File: config.mk
export PLATFORM = sky130hd
export DESIGN_NAME = rob_order_buffer
export DESIGN_NICKNAME = d
export VERILOG_FILES = /design/src/rtl/rob_order_buffer_pkg.sv /design/src/rtl/rob_ptr.sv /design/src/rtl/rob_order_buffer.sv
export SDC_FILE = /design/constraint.sdc
export NUM_CORES = 1
export LEC_CHECK = 0
export CAP_MARGIN = 20
export CORE_MARGIN = 10
export CORE_UTILIZATION = 36
export DETAILED_ROUTE_END_ITERATION = 10
export PLACE_DENSITY = 0.61
export SYNTH_ARGS = -nofsm -noshare
export SYNTH_HDL_FRONTEND = slang
export SYNTH_SLANG_ARGS = --single-unit
File: constraint.sdc
create_clock -name clk -period 7.8 [get_ports clk]
set_clock_uncertainty 0.15 [all_clocks]
set_input_delay 1.56 -clock clk [delete_from_list [all_inputs] [get_ports clk]]
set_output_delay 1.56 -clock clk [all_outputs]
set_load 0.1 [all_outputs]
File: src/rtl/rob_order_buffer_pkg.sv
// Shared constants and entry layout for the reorder buffer.
// ROB_DEPTH must be a power of two: the pointers wrap by plain binary overflow.
package rob_order_buffer_pkg;

  localparam int ROB_DEPTH      = 16;
  localparam int RAT_PS_WIDTH   = 6;
  localparam int AR_WIDTH       = 5;
  localparam int ROB_IDX_WIDTH  = $clog2(ROB_DEPTH);
  localparam int ROB_PTR_WIDTH  = ROB_IDX_WIDTH + 1;

  // One reorder-buffer slot payload: destination physical/arch pair and completion flag.
  typedef struct packed {
    logic [RAT_PS_WIDTH-1:0] pd;
    logic [AR_WIDTH-1:0]     rd;
    logic                    ready;
  } rob_entry_t;

  localparam int ROB_DATA_WIDTH = $bits(rob_entry_t);

endpackage

File: src/rtl/rob_ptr.sv
// Wrap-bit circular pointer: IDX bits address the slot, the MSB flips on each wrap
// so equal index bits can be told apart as empty (same wrap) or full (different wrap).
module rob_ptr
  import rob_order_buffer_pkg::*;
(
  input  logic                     clk,
  input  logic                     rst,
  input  logic                     clear_i,
  input  logic                     inc_i,
  output logic [ROB_PTR_WIDTH-1:0] ptr_o
);

  logic [ROB_PTR_WIDTH-1:0] ptr_q;
  logic [ROB_PTR_WIDTH-1:0] ptr_d;

  // Next pointer: clear wins over increment; overflow of the top bit gives the wrap.
  always_comb begin
    // NOTE: give every always_comb output a default first so no path leaves it unassigned (no latch).
    ptr_d = ptr_q;
    if (clear_i) begin
      ptr_d = '0;
    end else if (inc_i) begin
      ptr_d = ptr_q + ROB_PTR_WIDTH'(1);
    end
  end

  // Pointer register with synchronous reset.
  always_ff @(posedge clk) begin
    // NOTE: sequential state uses non-blocking assignments so all registers update together.
    if (rst) begin
      ptr_q <= '0;
    end else begin
      ptr_q <= ptr_d;
    end
  end

  assign ptr_o = ptr_q;

endmodule

File: src/rtl/rob_order_buffer.sv
// 16-entry in-order-retire reorder buffer between dispatch and architectural commit.
// Optional macro ROB_CDB_BYPASS_EN: a CDB writeback to the head retires it in the same cycle.
module rob_order_buffer
  import rob_order_buffer_pkg::*;
(
  input  logic                     clk,
  input  logic                     rst,
  input  logic                     dispatch_valid,
  input  logic [RAT_PS_WIDTH-1:0]  dispatch_pd,
  input  logic [AR_WIDTH-1:0]      dispatch_rd,
  output logic                     dispatch_ready,
  output logic [ROB_IDX_WIDTH-1:0] dispatch_rob_idx,
  input  logic                     cdb_valid,
  input  logic [ROB_IDX_WIDTH-1:0] cdb_rob_idx,
  output logic                     commit_valid,
  output logic [RAT_PS_WIDTH-1:0]  commit_pd,
  output logic [AR_WIDTH-1:0]      commit_rd,
  output logic [ROB_IDX_WIDTH-1:0] commit_rob_idx,
  input  logic                     flush,
  output logic                     empty
);

  logic [ROB_PTR_WIDTH-1:0]  head_ptr;
  logic [ROB_PTR_WIDTH-1:0]  tail_ptr;
  logic [ROB_IDX_WIDTH-1:0]  head_idx;
  logic [ROB_IDX_WIDTH-1:0]  tail_idx;
  logic                      full;
  logic                      head_ready;
  logic                      dispatch_fire;
  logic                      cdb_fire;
  logic [ROB_DEPTH-1:0]      valid_q;
  logic [ROB_DEPTH-1:0]      valid_d;
  logic [ROB_DATA_WIDTH-1:0] alloc_word;
  rob_entry_t                entry_q [ROB_DEPTH];
  rob_entry_t                head_entry;

  rob_ptr u_head_ptr (
    .clk     (clk),
    .rst     (rst),
    .clear_i (flush),
    .inc_i   (commit_valid),
    .ptr_o   (head_ptr)
  );

  rob_ptr u_tail_ptr (
    .clk     (clk),
    .rst     (rst),
    .clear_i (flush),
    .inc_i   (dispatch_fire),
    .ptr_o   (tail_ptr)
  );

  assign head_idx = head_ptr[ROB_IDX_WIDTH-1:0];
  assign tail_idx = tail_ptr[ROB_IDX_WIDTH-1:0];

  assign full  = (head_idx == tail_idx) &&
                 (head_ptr[ROB_PTR_WIDTH-1] != tail_ptr[ROB_PTR_WIDTH-1]);
  assign empty = (head_ptr == tail_ptr);

  // Dispatch capacity ignores a same-cycle commit so the ready path stays short.
  assign dispatch_ready   = !full;
  assign dispatch_rob_idx = tail_idx;
  assign dispatch_fire    = dispatch_valid && !full && !flush;

  // A writeback only counts for a live entry; the slot being allocated is never live.
  assign cdb_fire = cdb_valid && !flush && valid_q[cdb_rob_idx];

  assign head_entry = entry_q[head_idx];

`ifdef ROB_CDB_BYPASS_EN
  assign head_ready = head_entry.ready || (cdb_valid && (cdb_rob_idx == head_idx));
`else
  assign head_ready = head_entry.ready;
`endif

  assign commit_valid   = !empty && valid_q[head_idx] && head_ready && !flush;
  assign commit_pd      = head_entry.pd;
  assign commit_rd      = head_entry.rd;
  assign commit_rob_idx = head_idx;

  assign alloc_word = {dispatch_pd, dispatch_rd, 1'b0};

  // Valid-bit next state: flush drops everything, commit frees the head, dispatch claims the tail.
  always_comb begin
    valid_d = valid_q;
    if (flush) begin
      valid_d = '0;
    end else begin
      if (commit_valid) begin
        valid_d[head_idx] = 1'b0;
      end
      if (dispatch_fire) begin
        valid_d[tail_idx] = 1'b1;
      end
    end
  end

  // Valid bits: the only per-entry state that must be cleared on reset.
  always_ff @(posedge clk) begin
    if (rst) begin
      valid_q <= '0;
    end else begin
      valid_q <= valid_d;
    end
  end

  // Payload storage: writeback sets ready, allocation writes a fresh not-ready entry.
  always_ff @(posedge clk) begin
    // NOTE: payload is not reset; valid_q gates every use, so stale contents are harmless.
    if (cdb_fire) begin
      entry_q[cdb_rob_idx].ready <= 1'b1;
    end
    if (dispatch_fire) begin
      entry_q[tail_idx] <= alloc_word;
    end
  end

endmodule
# [Word level (Yosys, flattened, before mapping)]
# Memory sizes are Yosys's and may differ from the RTL's. A register that Yosys moved wholly into a read port is not among the register bits.
# Index checks and enable logic that the tools add are counted.
[totals] word_cells=48 out_inout_bits=22 register_bits=26 input_bits=20 n_memories=1 ramBits=192
[op_classes] n_reduce_logical=14 mux=17 n_lt_le_gt_ge=5 n_addsub=2 n_eq_ne=3 bitwise_logic=3
[memory_table] name="entry_q" words=16 word_bits=12 read_ports=1 rd_ports_with_merged_regs=1 write_ports=2 line_no="rob_order_buffer.sv:34" source="rob_entry_t entry_q [ROB_DEPTH];"
[op_table] op="$mux 16" n=3
[op_table] op="$and 16x16->16" n=1
[op_table] op="$not 16->16" n=1
[op_table] op="$or 16x16->16" n=1
[op_table] op="$lt 4x5->1 const B" n=3
[op_table] op="$add 5x1->5 const B" n=2
[op_table] op="$logic_and 1x1->1" n=10
[op_table] op="$bmux 1 s4" n=2
[op_table] op="$demux 1 s4" n=2
[op_table] op="$ge 4x1->1 const B" n=2
[op_table] op="$mux 1" n=8
[op_table] op="$mux 4" n=2
[op_table] op="$eq 5x5->1" n=1
[op_table] op="$eq 4x4->1" n=1
[op_table] op="$logic_not 1->1" n=3
[op_table] op="$reduce_or 2->1" n=1
[op_table] op="$ne 1x1->1" n=1

# [Depth between registers and ports, before layout]
[logic_depth] ltp_word=10 depth_mapped=8 depth_no_buf=6

# [Cells and area by module]
# A second synthesis with hierarchy kept.
[unflattened] hier_cells=496 area_unflattened_um2=8946.1
[modules_own_cells] module="rob_order_buffer" cells_each=450 seq_area_each_um2=5925.7 area_each_um2=8435.6 instances=1
[modules_own_cells] module="rob_ptr" cells_each=23 seq_area_each_um2=100.1 area_each_um2=255.2 instances=2

# [Least setup slack after synthesis]
# No wires, ideal clock.
[synth_path] path_kind="input to register" startpoint="input port dispatch_valid" endpoint="memory entry_q[3][10] (netlist name) (enable)" setup_time_ns=0.452 required_ns=7.198 arrival_ns=3.939 setup_slack_ns=3.259 stages=3 cell_sequence="nor2b_1 > nand2_1 > a2111oi_0"
[synth_rtl] item="start, declared" line_no="rob_order_buffer.sv:8" source="input logic dispatch_valid,"
[synth_rtl] item="end, declared" line_no="rob_order_buffer.sv:34"

# [Worst setup path after layout]
[layout_path] startpoint="input port flush" endpoint="output port commit_valid"
[layout_via] elab_chain_cells=2
[layout_rtl] item="start, declared" line_no="rob_order_buffer.sv:19" source="input logic flush,"
[layout_rtl] item="$logic_not 1->1" line_no="rob_order_buffer.sv:76" source="assign commit_valid = !empty && valid_q[head_idx] && head_ready && !flush;"
[layout_rtl] item="$logic_and 1x1->1" line_no="rob_order_buffer.sv:76"
[layout_rtl] item="end, declared" line_no="rob_order_buffer.sv:15" source="output logic commit_valid,"
# Every way passes these cells.

==> impl_metrics.csv <==
group,metric,value,unit
run_status,status,"complete, no violations",
run,drv_cap,0,
worst_setup_path,start_kind,"primary input",
worst_setup_path,worst_setup_path_end_kind,"output pin",
logic_synthesis,syn_area,9120,sq um
layout,synthToLayoutAreaGrowth,16.1,%
min_path,hold_path.class,"register to register",
timing,period_minus_slack,5870,ps
grt,antenna_found_initial,0,
clock_tree,numCtsBuffers,23,
worst_setup_path,cp_top_family,"buffers and inverters",
routing,drt.antenna.violating_nets,0,
timing,worst-slew-pin-transition,1110,ps
logic_synthesis,synthArstFlopShare,0,
power,pwr-share-comb,0.034,
floorplan,chipWidth,179,um
power,seq_power_share,0.542,
logic_synthesis,ys_seq_area_frac,0.681,
floorplan,io_pins,42,
min_path,hold_depth,2,
clock_tree,hold_buffers,0,
layout,stdcell_count,910,
layout,fin_nets,591,
layout,multi_input_area,2700,sq um
logic_synthesis,ys_seq_elements,222,
timing,setup_tns,0,ps
worst_setup_path,cp_common_cell,"clkdlybuf4s50_1",
clock_tree,cts_sinks,222,
logic_synthesis,ys_warn_count,0,
routing,dr.pass1.iters,4,
routing,drtIter0Drc,530,
power,switching_share,0.209,
routing,routed_wl,21300,um
timing,finalCritPeriodShare,0.753,
layout,seq_area,6210,sq um
worst_setup_path,slowest_delay,1170,ps
logic_synthesis,netlist_top_cells_count,"edfxtp_1, mux4_2, dfxtp_1, nor2_1, inv_1",
logic_synthesis,synth_edf_count,176,
clock_tree,path_clk_slew,50,ps
clock_tree,insertion_delay,510,ps
floorplan,num_rows,58,
worst_setup_path,cp_max_fo,11,
logic_synthesis,synth.avg_cell_area,17.5,sq um
clock_tree,cts-resized-gates,0,
power,ir_drop,161,uV
floorplan,initial_core_util,0.364,
placement,post-dp-hpwl,12600,um
layout,final_util,0.423,
layout,final_layout_size_suffix_gt1_frac,0.214,
placement,gp_congestion,0.817,
routing,remaining_drc_errors,0,
clock_tree,htree_levels,1,
power,power_frac_clock,0.424,
floorplan,die_h,179,um
routing,viasPerCell,5.39,
clock_tree,cts_tree,"done",
timing,max-slew-margin-rel,0.263,
min_path,worstHoldStart,"entry_q[3][0]$_SDFF_PP0_",
worst_setup_path,path_buf_inv,4,
timing,rsz0062_at_grt,"false",
logic_synthesis,syn_inst,520,
logic_synthesis,yosysTopAreaCell,"edfxtp_1",
timing,final_max_slew_viol_count,0,
worst_setup_path,cp_cell_sequence,"clkdlybuf4s50_1 > inv_1 > o31ai_1 > a211oi_1 > buf_2 > and2_1 > clkdlybuf4s50_1",
grt,grt_use_total,0.133,
placement,place_inst,866,
power,leakage,3.35,nW
power,p_sw,0.495,mW
grt,grt_pass1_wl,32000,um
logic_synthesis,syn-num-nets,548,
grt,grt_max_degree,49,
routing,wl_per_cell,23.4,um
worst_setup_path,required,6090,ps
floorplan,core_area,25000,sq um
timing,timing.fmax,170,MHz
clock_tree,cts_root_buf,"clkbuf_16",
logic_synthesis,synth_cell_types,43,
clock_tree,clockBufferDepth,3,
logic_synthesis,synthFlopType,"edfxtp_1",
layout,num-fill-cells,2217,
worst_setup_path,reg2reg_depth,6,
worst_setup_path,crit_path_top_delay_cell,"clkdlybuf4s50_1",
routing,vias,4903,
logic_synthesis,yosys.area.top_type_share,0.580,
logic_synthesis,yosys.cell_count.top_type,"edfxtp_1",
timing,setup_viol,0,
timing,hold_viol,0,
placement,io_buffers,41,
min_path,min_to,"entry_q[3][0]$_SDFF_PP0_",
grt,grt_overflow,0,
layout,antenna_cells,0,
worst_setup_path,critical_path_class,"primary input to output pin",
worst_setup_path,r2r_setup_slack,4710,ps
worst_setup_path,worstPathArrival,4160,ps
logic_synthesis,yosys-top-cells-area,"edfxtp_1, mux4_2, dfxtp_1",
power,p_int,1.87,mW
power,power_density,223,nW/um^2
floorplan,die-area,32100,sq um
clock_tree,cts_setup_buffers,0,
grt,first_global_vias,5302,
## state kept, by name (all words and copies together), names as in the netlist, named ones only
| signal | cells |
|---|---|
| u_head_ptr.ptr_o | 5 |
| valid_q | 16 |
| entry_q | 192 |
| u_tail_ptr.ptr_o | 5 |
## power by group through the flow
stage / Combinational, mW / Sequential, mW / Clock, mW
2_1_floorplan: 0.0444 / 1.31 / 0
3_5_place_dp: 0.0806 / 1.31 / 0
4_1_cts: 0.0809 / 1.28 / 1.02
3_3_place_gp: 0.0777 / 1.31 / 0
6_report: 0.0806 / 1.28 / 1.00
5_1_grt: 0.0859 / 1.28 / 1.06
## metal layers
layer / track usage / vias to the layer above / share of wire
met1: 0.170 / 2547 / 0.42
met2: 0.220 / 157 / 0.48
met5: 0 / - / 0
met4: 0.0485 / 0 / 0.028
li1: - / 2160 / -
met3: 0.0272 / 39 / 0.077
## layout by cell type, fill, tap and decap left out, drive strengths merged, types with 3 or more instances in the layout
cell type      synthesis  final
xnor2                  5      5
and2                   4      4
o31a                   4      4
o21ai                  5      5
edfxtp               176    176
nand2                  8      8
inv                   21     22
clkinv                 0      9
mux4                  68     68
buf                   16     13
clkdlybuf4s50          0     41
nand2b                 3      3
a31oi                  4      4
nor2b                  6      6
xor2                   5      5
a21oi                 20     20
mux2i                  4      4
nand3                  6      6
nand4                 11     11
nor2                  29     29
and3                   8      8
o21a                   8      8
o31ai                  6      6
a211oi                 9      9
a41oi                  4      4
dfxtp                 46     46
clkbuf                20     32
ha                     8      8
## cells by family (layout without fill, tap and decap cells)
kind of cell | Yosys count | count (layout) | synth area share
mux | 72 | 72 | 0.172
fa+ha+maj | 8 | 8 | 0.0110
simple gates | 84 | 84 | 0.0475
compound gates | 67 | 67 | 0.0509
buf+inv | 57 | 117 | 0.0281
xor+xnor | 10 | 10 | 0.00960
flops | 222 | 222 | 0.681
## per-stage QoR
| step | setup slack [ps] | total power [mW] | instance area (sq um) | hold WS (ps) |
|---|---|---|---|---|
| after floorplan | 3260 | 1.35 | 9120 | 281 |
| after CTS | 1410 | 2.38 | 10600 | 324 |
| after global placement | 1490 | 1.39 | 9890 | 293 |
| final | 1930 | 2.36 | 10600 | 323 |
| after detailed placement | 1420 | 1.39 | 9890 | 308 |
| after global routing | 1800 | 2.43 | 10600 | 347 |
## worst max path at each step
stage	depth (start not counted)	start	end
2_1_floorplan	3	dispatch_valid	entry_q[3][10]$_DFFE_PP_
4_1_cts	6	flush	commit_valid
3_3_place_gp	6	flush	commit_valid
6_report	7	flush	commit_valid
3_5_place_dp	6	flush	commit_valid
5_1_grt	7	flush	commit_valid
## cell type report
class	instances	share of cell area
clock buffers	32	0.0596
clock inverters	10	0.00461
inverters	21	0.00745
multi-input cells	241	0.255
flip-flops and latches	222	0.587
well taps	330	0.0390
repair buffers	54	0.0477
## tightest hold or removal path: stages (launching register included)
cell and delay, ps:
dfxtp_1 330, a31oi_1 40, nor2_1 70
No activity file was read; power rests on OpenSTA's default activity.
